**src/rtl/proc_ctrl_fsm.sv**
```systemverilog
// Instruction-sequencing controller for the 16-bit processor datapath.
// Define PROC_CTRL_ILLEGAL_TRAP_EN to send illegal opcodes to a sticky TRAP state.
module proc_ctrl_fsm #(
    parameter int OPC_W     = 4,
    parameter int RF_ADDR_W = 4,
    parameter int INSTR_W   = 16,
    parameter int DADDR_W   = 8,
    parameter int MEM_LAT   = 1
) (
    input  logic                 Clk,
    input  logic                 Rst,
    input  logic [INSTR_W-1:0]   Instr,
    input  logic                 RFAZero,
    output logic                 PCClr,
    output logic                 PCUp,
    output logic                 PCLd,
    output logic [DADDR_W-1:0]   PCLdVal,
    output logic                 IRLd,
    output logic [DADDR_W-1:0]   DAddr,
    output logic                 DWrite,
    output logic [RF_ADDR_W-1:0] RFAReadAddr,
    output logic [RF_ADDR_W-1:0] RFBReadAddr,
    output logic [1:0]           RFSelect,
    output logic [DADDR_W-1:0]   RFImm,
    output logic [RF_ADDR_W-1:0] RFWriteAddr,
    output logic                 RFWriteEnable,
    output logic [2:0]           ALUSelect,
    output logic                 Halted,
    output logic                 Trap,
    output logic [3:0]           StateOut,
    output logic [3:0]           NextStateOut
);

    localparam int CNT_W = (MEM_LAT > 1) ? $clog2(MEM_LAT) : 1;
    localparam logic [CNT_W-1:0] LAT_M1 = CNT_W'(MEM_LAT - 1);

    localparam logic [OPC_W-1:0] OP_NOOP  = OPC_W'(0);
    localparam logic [OPC_W-1:0] OP_STORE = OPC_W'(1);
    localparam logic [OPC_W-1:0] OP_LOAD  = OPC_W'(2);
    localparam logic [OPC_W-1:0] OP_ADD   = OPC_W'(3);
    localparam logic [OPC_W-1:0] OP_SUB   = OPC_W'(4);
    localparam logic [OPC_W-1:0] OP_HALT  = OPC_W'(5);
    localparam logic [OPC_W-1:0] OP_LDI   = OPC_W'(6);
    localparam logic [OPC_W-1:0] OP_JZ    = OPC_W'(7);

    typedef enum logic [3:0] {
        S_NOOP   = 4'h0,
        S_STORE  = 4'h1,
        S_LOAD_A = 4'h2,
        S_ADD    = 4'h3,
        S_SUB    = 4'h4,
        S_HALT   = 4'h5,
        S_LOAD_B = 4'h6,
        S_LDI    = 4'h7,
        S_INIT   = 4'h8,
        S_JZ     = 4'h9,
        S_LOAD_W = 4'hA,
        S_TRAP   = 4'hB,
        S_DECODE = 4'hC,
        S_FETCH  = 4'hF
    } state_t;

    state_t             state, state_nxt;
    logic [CNT_W-1:0]   cnt, cnt_nxt;

    logic [OPC_W-1:0]     opc;
    logic [RF_ADDR_W-1:0] f1, f2, f3;

    assign opc = Instr[INSTR_W-1 -: OPC_W];
    assign f1  = Instr[INSTR_W-OPC_W-1 -: RF_ADDR_W];
    assign f2  = Instr[INSTR_W-OPC_W-RF_ADDR_W-1 -: RF_ADDR_W];
    assign f3  = Instr[RF_ADDR_W-1:0];

    always_ff @(posedge Clk or negedge Rst) begin
        if (!Rst) begin
            state <= S_INIT;
            cnt   <= '0;
        end else begin
            state <= state_nxt;
            cnt   <= cnt_nxt;
        end
    end

    always_comb begin
        state_nxt = state;
        cnt_nxt   = cnt;
        case (state)
            S_INIT:   state_nxt = S_FETCH;
            S_FETCH:  state_nxt = S_DECODE;
            S_DECODE: begin
                case (opc)
                    OP_NOOP:  state_nxt = S_NOOP;
                    OP_STORE: state_nxt = S_STORE;
                    OP_LOAD:  state_nxt = S_LOAD_A;
                    OP_ADD:   state_nxt = S_ADD;
                    OP_SUB:   state_nxt = S_SUB;
                    OP_HALT:  state_nxt = S_HALT;
                    OP_LDI:   state_nxt = S_LDI;
                    OP_JZ:    state_nxt = S_JZ;
`ifdef PROC_CTRL_ILLEGAL_TRAP_EN
                    default:  state_nxt = S_TRAP;
`else
                    default:  state_nxt = S_NOOP;
`endif
                endcase
            end
            S_NOOP, S_STORE, S_ADD, S_SUB, S_LDI, S_JZ, S_LOAD_B:
                state_nxt = S_FETCH;
            S_LOAD_A: begin
                cnt_nxt   = LAT_M1;
                state_nxt = (MEM_LAT > 1) ? S_LOAD_W : S_LOAD_B;
            end
            // Counter holds the remaining wait cycles including this one.
            S_LOAD_W: begin
                cnt_nxt   = cnt - 1'b1;
                state_nxt = (cnt <= CNT_W'(1)) ? S_LOAD_B : S_LOAD_W;
            end
            S_HALT:   state_nxt = S_HALT;
`ifdef PROC_CTRL_ILLEGAL_TRAP_EN
            S_TRAP:   state_nxt = S_TRAP;
`endif
            default:  state_nxt = S_INIT;
        endcase
    end

    always_comb begin
        PCClr         = 1'b0;
        PCUp          = 1'b0;
        PCLd          = 1'b0;
        PCLdVal       = '0;
        IRLd          = 1'b0;
        DAddr         = '0;
        DWrite        = 1'b0;
        RFAReadAddr   = '0;
        RFBReadAddr   = '0;
        RFSelect      = 2'b00;
        RFImm         = '0;
        RFWriteAddr   = '0;
        RFWriteEnable = 1'b0;
        ALUSelect     = 3'b000;
        Halted        = 1'b0;
        Trap          = 1'b0;
        case (state)
            S_INIT:  PCClr = 1'b1;
            S_FETCH: begin
                IRLd = 1'b1;
                PCUp = 1'b1;
            end
            S_STORE: begin
                DAddr       = {f2, f3};
                RFAReadAddr = f1;
                DWrite      = 1'b1;
            end
            S_LOAD_A, S_LOAD_W, S_LOAD_B: begin
                DAddr         = {f1, f2};
                RFSelect      = 2'b01;
                RFWriteAddr   = f3;
                RFWriteEnable = (state == S_LOAD_B);
            end
            S_ADD, S_SUB: begin
                RFAReadAddr   = f1;
                RFBReadAddr   = f2;
                RFWriteAddr   = f3;
                ALUSelect     = (state == S_ADD) ? 3'b001 : 3'b010;
                RFWriteEnable = 1'b1;
            end
            S_LDI: begin
                RFImm         = {f1, f2};
                RFSelect      = 2'b10;
                RFWriteAddr   = f3;
                RFWriteEnable = 1'b1;
            end
            // JZ is never reached from FETCH, so PCLd and PCUp cannot overlap.
            S_JZ: begin
                RFAReadAddr = f1;
                PCLdVal     = {f2, f3};
                PCLd        = RFAZero;
            end
            S_HALT:  Halted = 1'b1;
`ifdef PROC_CTRL_ILLEGAL_TRAP_EN
            S_TRAP: begin
                Trap   = 1'b1;
                Halted = 1'b1;
            end
`endif
            default: ;
        endcase
    end

    assign StateOut     = state;
    assign NextStateOut = state_nxt;

endmodule

```
**config.mk**
```make
export PLATFORM = sky130hd
export DESIGN_NAME = proc_ctrl_fsm
export DESIGN_NICKNAME = d
export VERILOG_FILES = /design/src/rtl/proc_ctrl_fsm.sv
export SDC_FILE = /design/constraint.sdc
export NUM_CORES = 1
export LEC_CHECK = 0
export CAP_MARGIN = 20
export CORE_MARGIN = 2
export CORE_UTILIZATION = 25
export DETAILED_ROUTE_END_ITERATION = 10
export PLACE_DENSITY = 0.74
export SETUP_SLACK_MARGIN = 0.2
export SLEW_MARGIN = 10
export SYNTH_ARGS = -nofsm -noshare
export SYNTH_HDL_FRONTEND = slang
export SYNTH_SLANG_ARGS = --single-unit
```
**constraint.sdc**
```tcl
create_clock -name Clk -period 1.7 [get_ports Clk]
set_clock_uncertainty 0.2 [all_clocks]
set_input_delay 0.34 -clock Clk [delete_from_list [all_inputs] [get_ports Clk]]
set_output_delay 0.34 -clock Clk [all_outputs]
set_load 0.02 [all_outputs]
```
==> flow_summary.yaml, run 1 <==
run_status:
  outcome: "did not finish"
  haltStage: "5_1_grt"
  stop_error: "[ERROR DPL-0038] Utilization greater than 100%, impossible to legalize"
place:
  place_hpwl_mm: 2.667
  place.gp.congestion: 0.8365
  io_buffers: 73
synth:
  yosys_register_bits: 4
  syn_area_sq_um: 673.1
  synth-edff-count: 0
  yosysTopAreaCell: "and2_1"
  synth_cell_types: 32
  synthCells: 91
  ys.flop_type: "dfrtp_1"
  synth.area.top_cells: "and2_1, dfrtp_1, a22o_1"
  yosysSeqAreaShare_pct: 15.06
  synth_top_area_share_pct: 19.52
  syn_avg_cell_area_sq_um: 7.397
  ys_async_sr_fraction_pct: 100.0
  ys_warn_count: 0
die:
  die_h_um: 55.89
  dieWidth_um: 55.89
  fp-row-count: 18
  ios: 76
  initial_core_util_pct: 26.69
clocking:
  cts_made_buffers: 3
  h-tree-depth: 1
  numClockSinks: 4
  cts_max_path_buffers: 2
  cts-root-buf: "clkbuf_4"
timing:
  crit_endpoint: "NextStateOut[3]"
  endpoint_type: "output port"
global_routing:
  grt_max_degree: 10
-- kinds of logic after synthesis --
logic type      share of synthesized area (%)
buf+inv                                 8.921
compound gates                          23.42
xor+xnor                                1.301
flops                                   15.06
simple gates                            50.74
other cells                            0.5571
-- through the flow --
| step | area, sq um | instances | setup slack, ps | utilization [%] | TNS (ps) |
|---|---|---|---|---|---|
| 3_5_place_dp | 1883 | 217 | -1049 | 74.65 | -31310 |
| 4_1_cts | 2148 | 230 | -535.6 | 85.17 | -19290 |
| 2_1_floorplan | 948.4 | 92 | -262.0 | - | -8404 |
| 3_3_place_gp | 1883 | 217 | -1019 | 74.65 | -30280 |
-- cells in the mapped netlist, drive strengths merged (3+ instances only) --
library cell / number
nand2b: 4
a21oi: 4
buf: 7
and2: 21
nand2: 6
a22o: 8
nor2b: 4
a21boi: 4
nor2: 5
nor3: 4
inv: 3
nand3: 3
dfrtp: 3
-- what timing repair did --
action	4_1_cts
setup endpoints to repair	57
buffers inserted	8
hold buffers	0
pin swaps	14
gates cloned	1
endpoints found under the hold margin	0
resized for setup	312
==> run 2, diff against run 1 <==
--- a/config.mk
+++ b/config.mk
@@ -6,11 +6,10 @@
 export NUM_CORES = 1
 export LEC_CHECK = 0
 export CAP_MARGIN = 20
-export CORE_MARGIN = 2
-export CORE_UTILIZATION = 25
+export CORE_AREA = 2 2 63 65
 export DETAILED_ROUTE_END_ITERATION = 10
-export PLACE_DENSITY = 0.74
-export SETUP_SLACK_MARGIN = 0.2
+export DIE_AREA = 0 0 65 67
+export PLACE_DENSITY_LB_ADDON = 0.15
 export SLEW_MARGIN = 10
 export SYNTH_ARGS = -nofsm -noshare
 export SYNTH_HDL_FRONTEND = slang
==> constraint.sdc (replaced) <==
create_clock -name Clk -period 2.2 [get_ports Clk]
set_clock_uncertainty 0.2 [all_clocks]
set_input_delay 0.44 -clock Clk [delete_from_list [all_inputs] [get_ports Clk]]
set_output_delay 0.44 -clock Clk [all_outputs]
set_load 0.02 [all_outputs]
==> run 2 against run 1 <==
  * The flow now finishes, with violations (negative setup slack)
  * Synthesized cell count unchanged
  * Area after synthesis did not move
==> flow_summary.yaml, run 2 <==
clocking:
  cts-root-buf: "clkbuf_8"
  cts_hold_buf: 0
  clock_latency_ps: 230
  clk_pin_slew_ps: 40
  cts_max_path_buffers: 2
  cts_tree: "built"
  cts_made_buffers: 3
  numClockSinks: 4
  h-tree-depth: 1
die:
  initial_core_util_pct: 18.67
  die_area_sq_mm: 0.004355
  die_h_um: 67
  dieWidth_um: 65
  core_area_sq_mm: 0.003606
  fp-row-count: 22
  ios: 76
synth:
  ys_async_sr_fraction_pct: 100.0
  synth_cell_types: 32
  synth.area.top_cells: "and2_1, dfrtp_1, a22o_1"
  yosysTopAreaCell: "and2_1"
  yosysMostFrequentCell: "and2_1"
  synth_top_area_share_pct: 19.52
  ys_warn_count: 0
  syn_area_sq_um: 673.1
  synth_commonest_cells: "and2_1, a22o_1, nand2_1"
  yosysSeqAreaShare_pct: 15.06
  yosys_register_bits: 4
  synthCells: 91
  syn_avg_cell_area_sq_um: 7.397
  synth-edff-count: 0
  ys.flop_type: "dfrtp_1"
worst_setup_path:
  worstPathRequired_ps: 1560
  crit_path_end_kind: "output port"
  worstSetupPathType: "reg2out"
  start_kind: "register"
  arrival_ps: 1650
  path_max_fanout: 4
detailed_routing:
  drt_iter0_drc: 20
  drc_errors: 0
  post_drt_wl_per_cell_um: 13.57
  num_vias: 1036
  dr.pass1.iters: 5
  vias_per_cell: 4.263
  ant_nets: 0
  drt_wl_total_mm: 3.298
finish:
  diodes: 0
  final_cells: 243
  nNetsFinal: 215
  layout_commonest_cell: "buf_4"
  largest_register_ffs: 4
  drive_gt1_share_pct: 57.95
  area_growth_pct: 158.4
  final_cell_mix: "buf_4, buf_6, and2_1, clkdlybuf4s50_1, clkbuf_2"
timing:
  setup_slack_ps: -88.39
  period_needed_ps: 2288
  slew_violations: 0
  fmax_mhz: 437.0
  rsz0062_at_grt: "yes"
  timing_hold_violations_final: 0
  tns_ps: -392.9
  post-route-period-util_pct: 104.0
  setup_viol: 11
place:
  dp.cells: 233
  place.gp.congestion: 0.7658
  io_buffers: 73
  place_hpwl_mm: 2.559
run_status:
  outcome: "finished, violations left"
  violations: "negative setup slack"
global_routing:
  grt_max_degree: 10
  grtUsageTotal_pct: 14.54
  grt_pass1_wl_mm: 4.857
  antenna_found_initial: 0
  grt_pass1_vias: 996
  grt-ovfl-total: 0
run:
  drv_cap: 0
power_and_ir_drop:
  leakagePower_nw: 0.8379
  ir_worst_vdd_mv: 0.1858
  power.density_mw_per_mm2: 170.8
hold_path:
  hold_class: "in2async"
==> run 2: cell counts after synthesis <==
Identical to the previous run, type by type.
==> run 2: final timing paths <==
path	slack (ps)	cells after the start	end	start
max in group asynchronous	1310	1	StateOut[3]	Rst
worst max register to register	510	5	StateOut[3]	StateOut[1]
worst max-delay path	-90	5	NextStateOut[3]	StateOut[1]
min in group Clk	340	3	StateOut[2]	Instr[14]
worst min-delay path	230	1	StateOut[1]	Rst
worst min register to register	560	3	StateOut[2]	StateOut[2]
==> run 2: area by class of cell <==
class / count / area (sq um)
fillers: 363 / 1867
repair buffers: 106 / 887.1
multi-input cells: 78 / 631.9
flip-flops and latches: 4 / 103.9
well taps: 48 / 60.06
clock buffers: 4 / 45.04
inverters: 3 / 11.26
==> run 2: per-stage QoR <==
stage	hold slack [ps]	cell area, sq um	power, mW	utilization [%]	setup slack, ps
floorplan	-55.59	691.9	0.08488	-	21.91
global placement	450.4	1649	0.1283	45.73	-672.3
detailed placement	457.5	1649	0.1299	45.73	-692.3
CTS	231.6	1693	0.3047	46.95	-151.1
global route	244.4	1739	0.3076	48.23	-114.4
finish	228.7	1739	0.2970	48.23	-88.39
==> run 2: power by group <==
group / total [mW] / internal [mW] / switching, mW
logic: 0.0515 / 0.0301 / 0.0214
clock network: 0.171 / 0.124 / 0.0469
registers: 0.0741 / 0.0741 / 0
==> run 2: layer usage <==
metal,global-route usage (%),part of all wire [%],up-vias
li1,-,-,523
met1,16.25,39,476
met2,27.45,56,33
met3,1.689,4.1,4
met4,6.383,1.2,0
met5,0,0,-
==> run 2: timing repair <==
action                                  4_1_cts  5_1_grt
endpoints found under the setup margin       51       47
pin swaps                                    12       13
gates cloned                                  0        1
setup buffers                                 5        1
gates resized for setup                     221       59
==> run 2: cell families after synthesis <==
kind of cell | after synthesis | synth area share, %
AOI/OAI and AO/OA | 21 | 23.42
xor gates and xnor gates | 1 | 1.301
and+or+nand+nor | 54 | 50.74
DFF | 4 | 15.06
buffers and inverters | 10 | 8.921
other | 1 | 0.5571
==> run 2: critical path, stage by stage, from the launching register on <==
cell,delay [ps]
dfrtp_1,420
buf_6,140
buf_6,120
or4_1,380
and3b_2,240
buf_6,130
No activity file was read; power rests on OpenSTA's default activity.
==> run 3, diff against run 2 <==
==> constraint.sdc (replaced) <==
create_clock -name Clk -period 1.83 [get_ports Clk]
set_clock_uncertainty 0.2 [all_clocks]
set_input_delay 0.366 -clock Clk [delete_from_list [all_inputs] [get_ports Clk]]
set_output_delay 0.366 -clock Clk [all_outputs]
set_load 0.02 [all_outputs]
==> run 3 against run 2 <==
  * Sequential share of layout area shrank 1.6 points
  * Total power grew 26%
  * Worst setup slack worse by 290 ps
  * Largest cell class unchanged
  * Global-route usage is 3.4 points higher
  * Non-clock buffer count up 20
  * The run still ends with negative setup slack left
  * Final cell count up 8.6%
  * Clock power up 23%
  * Sequential power up 20%
  * Routed wire length up 22%
  * Highest routed layer unchanged
  * Utilization up 19 points
  * Critical path type unchanged
  * Register-to-register slack lost 360 ps
==> flow_summary.yaml, run 3 (synthesis results as in run 2) <==
detailed_routing:
  dr.pass1.iters: 4
  drt_wl_total_mm: 4.031
  vias_per_cell: 4.530
  drt_iter0_drc: 13
  post_drt_wl_per_cell_um: 15.27
  num_vias: 1196
  drc_errors: 0
  ant_nets: 0
timing:
  setup_viol: 51
  fmax_mhz: 452.9
  holdWs_ps: 135.8
  setup_slack_ps: -378.2
  rsz0062_at_grt: "yes"
  slew_violations: 0
  timing_hold_violations_final: 0
  period_needed_ps: 2208
  post-route-period-util_pct: 120.7
finish:
  final_cells: 264
  final_cell_mix: "buf_6, buf_4, and2_4, clkdlybuf4s50_1, a22o_4"
  drive_gt1_share_pct: 84.26
  fill_cells: 281
  largest_register_ffs: 4
  layout_commonest_cell: "buf_6"
  multi_input_area_sq_um: 914.6
  final_area_sq_mm: 0.002411
  area_growth_pct: 258.2
  diodes: 0
  register_area_sq_um: 105.1
  nNetsFinal: 236
hold_path:
  hold_class: "in2async"
place:
  place.gp.congestion: 0.7843
  place_hpwl_mm: 2.673
  placed_cell_area_sq_mm: 0.001883
  io_buffers: 73
  dpl_worst_slack_ps: -960.5
  dp.cells: 237
clocking:
  clock_latency_ps: 230
  numClockSinks: 4
  cts_hold_buf: 0
  cts_max_path_buffers: 2
  clk_pin_slew_ps: 40
  cts_made_buffers: 3
  cts_tree: "built"
  h-tree-depth: 1
  cts-root-buf: "clkbuf_8"
power_and_ir_drop:
  ir_worst_vdd_mv: 0.1223
  power.density_mw_per_mm2: 154.8
  p_total_uw: 373.2
  leakagePower_nw: 1.143
worst_setup_path:
  path_max_fanout: 6
  rr_worst_depth: 8
  worstPathRequired_ps: 1260
  worstSetupPathType: "reg2out"
  arrival_ps: 1640
  start_kind: "register"
  crit_path_end_kind: "output port"
  r2r_start: "StateOut[0]"
  timing.rr.end: "StateOut[0]"
  regToRegSetupSlack_ps: 150
die:
  dieWidth_um: 65
  die_area_sq_mm: 0.004355
  die_h_um: 67
  core_area_sq_mm: 0.003606
  initial_core_util_pct: 18.67
  ios: 76
  fp-row-count: 22
global_routing:
  grt_pass1_wl_mm: 5.940
  grtUsageTotal_pct: 17.93
  grt-ovfl-total: 0
  grt_pass1_vias: 1167
  grt_max_degree: 10
  antenna_found_initial: 0
run_status:
  violations: "negative setup slack"
  outcome: "finished, violations left"
run:
  drv_cap: 0
[run 3: changes by cell type in the layout (fill, tap and decap cells not counted), moves of 6 or more]
cell | before | now
a22o_4 | 0 | 8
a22o_1 | 8 | 0
buf_2 | 8 | 2
clkbuf_2 | 15 | 1
and2_1 | 19 | 0
and2_4 | 2 | 19
buf_6 | 22 | 61
[run 3: through the flow]
step,utilization (%),TNS [ps]
finish,66.86,-13360
global route,66.86,-15890
CTS,60.55,-11390
detailed placement,52.22,-25610
global placement,52.22,-25000
floorplan,-,-2689
[run 3: critical path, cell delays in order, from the launching register on]
cell and delay [ps]:
dfrtp_2 440, buf_6 140, or4_1 480, and3b_2 220
buf_6 130
[run 3: where the power goes]
group	switching (mW)	internal, mW
combinational	0.0322	0.0423
sequential	0	0.0890
clock	0.0597	0.150
total	0.0920	0.281
[run 3: worst max path at each step]
| stage | to | slack, ps | start |
|---|---|---|---|
| after floorplan | DAddr[0] | -160 | StateOut[1] |
| after global placement | NextStateOut[3] | -940 | Instr[15] |
| after detailed placement | NextStateOut[3] | -960 | Instr[15] |
| after CTS | NextStateOut[3] | -380 | StateOut[1] |
| after global routing | PCLdVal[2] | -440 | StateOut[3] |
| final | NextStateOut[3] | -380 | StateOut[1] |
[run 3: per-layer routing]
layer / track usage, % / share of wire (%) / vias to the layer above
met4: 7.181 / 1.0 / 0
li1: - / - / 575
met3: 3.209 / 3.8 / 4
met2: 33.63 / 57 / 38
met1: 19.80 / 38 / 579
met5: 0 / 0 / -
[run 3: layout make-up]
cell class / instances / area share (%)
Tap cell: 48 / 2.491
Multi-Input combinational cell: 79 / 37.93
Timing Repair Buffer: 126 / 52.67
Sequential cell: 4 / 4.359
Inverter: 3 / 0.6746
Clock buffer: 4 / 1.868
[run 3: timing repair]
action | in CTS | in global routing
buffers inserted | 16 | 9
setup endpoints to repair | 54 | 52
gates cloned | 2 | 0
endpoints found under the hold margin | 0 | 0
gates resized for setup | 332 | 50
pin swaps | 19 | 16
==> run 4, diff against run 3 <==
--- a/config.mk
+++ b/config.mk
@@ -5,6 +5,7 @@
 export SDC_FILE = /design/constraint.sdc
 export NUM_CORES = 1
 export LEC_CHECK = 0
+export ABC_CLOCK_PERIOD_IN_PS = 2400
 export CAP_MARGIN = 20
 export CORE_AREA = 2 2 63 65
 export DETAILED_ROUTE_END_ITERATION = 10
==> constraint.sdc (replaced) <==
create_clock -name Clk -period 2.4 [get_ports Clk]
set_clock_uncertainty 0.2 [all_clocks]
set_input_delay 0.48 -clock Clk [delete_from_list [all_inputs] [get_ports Clk]]
set_output_delay 0.48 -clock Clk [all_outputs]
set_load 0.02 [all_outputs]
==> run 4 against run 3 <==
  * The run now ends clean
  * Routed wire length fell by 21%
  * Sequential power fell by 24%
  * Sequential share of layout area rose by 2.1 points
  * Utilization fell by 23 points
  * Total power fell by 26%
==> flow_summary.yaml, run 4 (synthesis results as in run 2) <==
run_status:
  outcome: "complete, no violations"
power_and_ir_drop:
  switching_share_pct: 21.92
  ir_worst_vdd_mv: 0.1396
  power.net_switching_uw: 60.30
  pwr-share-comb_pct: 19.1
  intPower_uw: 214.8
  power.density_mw_per_mm2: 175.1
  pwr-share-clk_pct: 56.2
  p_seq_share_pct: 24.7
  leakagePower_nw: 0.8253
detailed_routing:
  drt_iter0_drc: 20
  dr.pass1.iters: 4
  vias_per_cell: 4.278
  num_vias: 1014
  drc_errors: 0
  post_drt_wl_per_cell_um: 13.44
  drt_wl_total_mm: 3.186
  ant_nets: 0
place:
  place_hpwl_mm: 2.514
  placed_cell_area_sq_mm: 0.001622
  io_buffers: 73
  place.gp.congestion: 0.7604
timing:
  setup_viol: 0
  timing_hold_violations_final: 0
  fmax_mhz: 429.0
  rsz0062_at_grt: "no"
  period_needed_ps: 2331
  slew_violations: 0
  post-route-period-util_pct: 97.12
  holdWs_ps: 254.3
finish:
  largest_register_ffs: 4
  final_area_sq_mm: 0.001572
  diodes: 0
  drive_gt1_share_pct: 38.10
  fill_cells: 376
  area_growth_pct: 133.5
  nNetsFinal: 209
  final_cell_mix: "clkbuf_2, buf_4, and2_1, dlygate4sd2_1, clkdlybuf4s50_1"
global_routing:
  antenna_found_initial: 0
  grt_pass1_vias: 900
  grtUsageTotal_pct: 14.21
  grt-ovfl-total: 0
  grt_pass1_wl_mm: 4.698
  grt_max_degree: 14
worst_setup_path:
  rr_worst_depth: 3
  path_cells: "nand2_1 > or4_1 > and3b_1 > buf_6"
  path_max_fanout: 3
  cpMaxStageDelayCell: "dfstp_2"
  worstSetupPathType: "reg2out"
  crit_path_end_kind: "output port"
  worstPathRequired_ps: 1720
  timing.rr.end: "StateOut[3]"
  start_kind: "register"
  cp_slowest_stage_delay_ps: 530
  r2r_start: "StateOut[3]"
  crit_buf_inv: 1
  cpLargestDelayFamily: "simple AND/OR/NAND/NOR gates"
  regToRegSetupSlack_ps: 820
  arrival_ps: 1650
clocking:
  cts_made_buffers: 3
  cts-root-buf: "clkbuf_8"
  cts_tree: "built"
  cts_max_path_buffers: 2
  post-cts-setup-buffer-count: 0
  numClockSinks: 4
  h-tree-depth: 1
  clk_pin_slew_ps: 40
  clock_latency_ps: 220
die:
  ios: 76
  fp-row-count: 22
  core_area_sq_mm: 0.003606
  die_h_um: 67
  die_area_sq_mm: 0.004355
  dieWidth_um: 65
  initial_core_util_pct: 18.67
run:
  drv_cap: 0
hold_path:
  hold_class: "in2async"
-- run 4: worst register-to-register path, stage by stage, from the launching register on --
cell	delay, ps
dfstp_2	530
nand2_1	100
or4_1	470
and3b_1	200
-- run 4: how the worst max path moves through the flow --
stage | from | end | depth (start not counted)
2_1_floorplan | StateOut[1] | RFAReadAddr[0] | 4
3_3_place_gp | Instr[15] | NextStateOut[3] | 5
3_5_place_dp | Instr[15] | NextStateOut[3] | 5
4_1_cts | Instr[15] | NextStateOut[3] | 5
5_1_grt | StateOut[1] | RFAReadAddr[1] | 5
6_report | StateOut[3] | NextStateOut[3] | 4
-- run 4: area by class of cell --
type                       instances  area [sq um]  area share (%)
inverter                           3         11.26          0.7166
sequential                         4         101.3           6.449
timing repair buffer             100         780.7           49.68
multi-input combinational         78         573.1           36.46
clock buffer                       4         45.04           2.866
tap                               48         60.06           3.822
-- run 4: timing repair --
action,4_1_cts,5_1_grt
gates resized for setup,90,50
endpoints found under the setup margin,51,42
pin swaps,1,3
hold buffers,0,0
cloned,0,0
endpoints found under the hold margin,0,0
-- run 4: power by group through the flow --
stage	registers, mW	clock network, mW	logic (mW)
floorplan	0.0687	0	0.00910
global placement	0.0687	0	0.0533
detailed placement	0.0687	0	0.0537
CTS	0.0679	0.160	0.0541
global route	0.0679	0.167	0.0569
finish	0.0680	0.155	0.0525
-- run 4: metal layers --
layer  track usage, %  up-vias  share of wire [%]
li1                 -      511                  -
met1            16.73      466                 40
met5                0        -                  0
met4            4.787        0                1.3
met2            24.87       33                 53
met3            3.716        4                5.8
-- run 4: metrics by stage --
step	worst slack (ps)	std cells	utilization, %	TNS, ps	power [mW]
2_1_floorplan	54.26	92	-	0	0.07781
3_3_place_gp	-536.6	233	44.97	-4429	0.1220
3_5_place_dp	-543.2	233	44.97	-4698	0.1224
4_1_cts	-158.7	237	45.84	-167.1	0.2815
5_1_grt	2.900	237	43.58	0	0.2916
6_report	69.03	237	43.58	0	0.2751
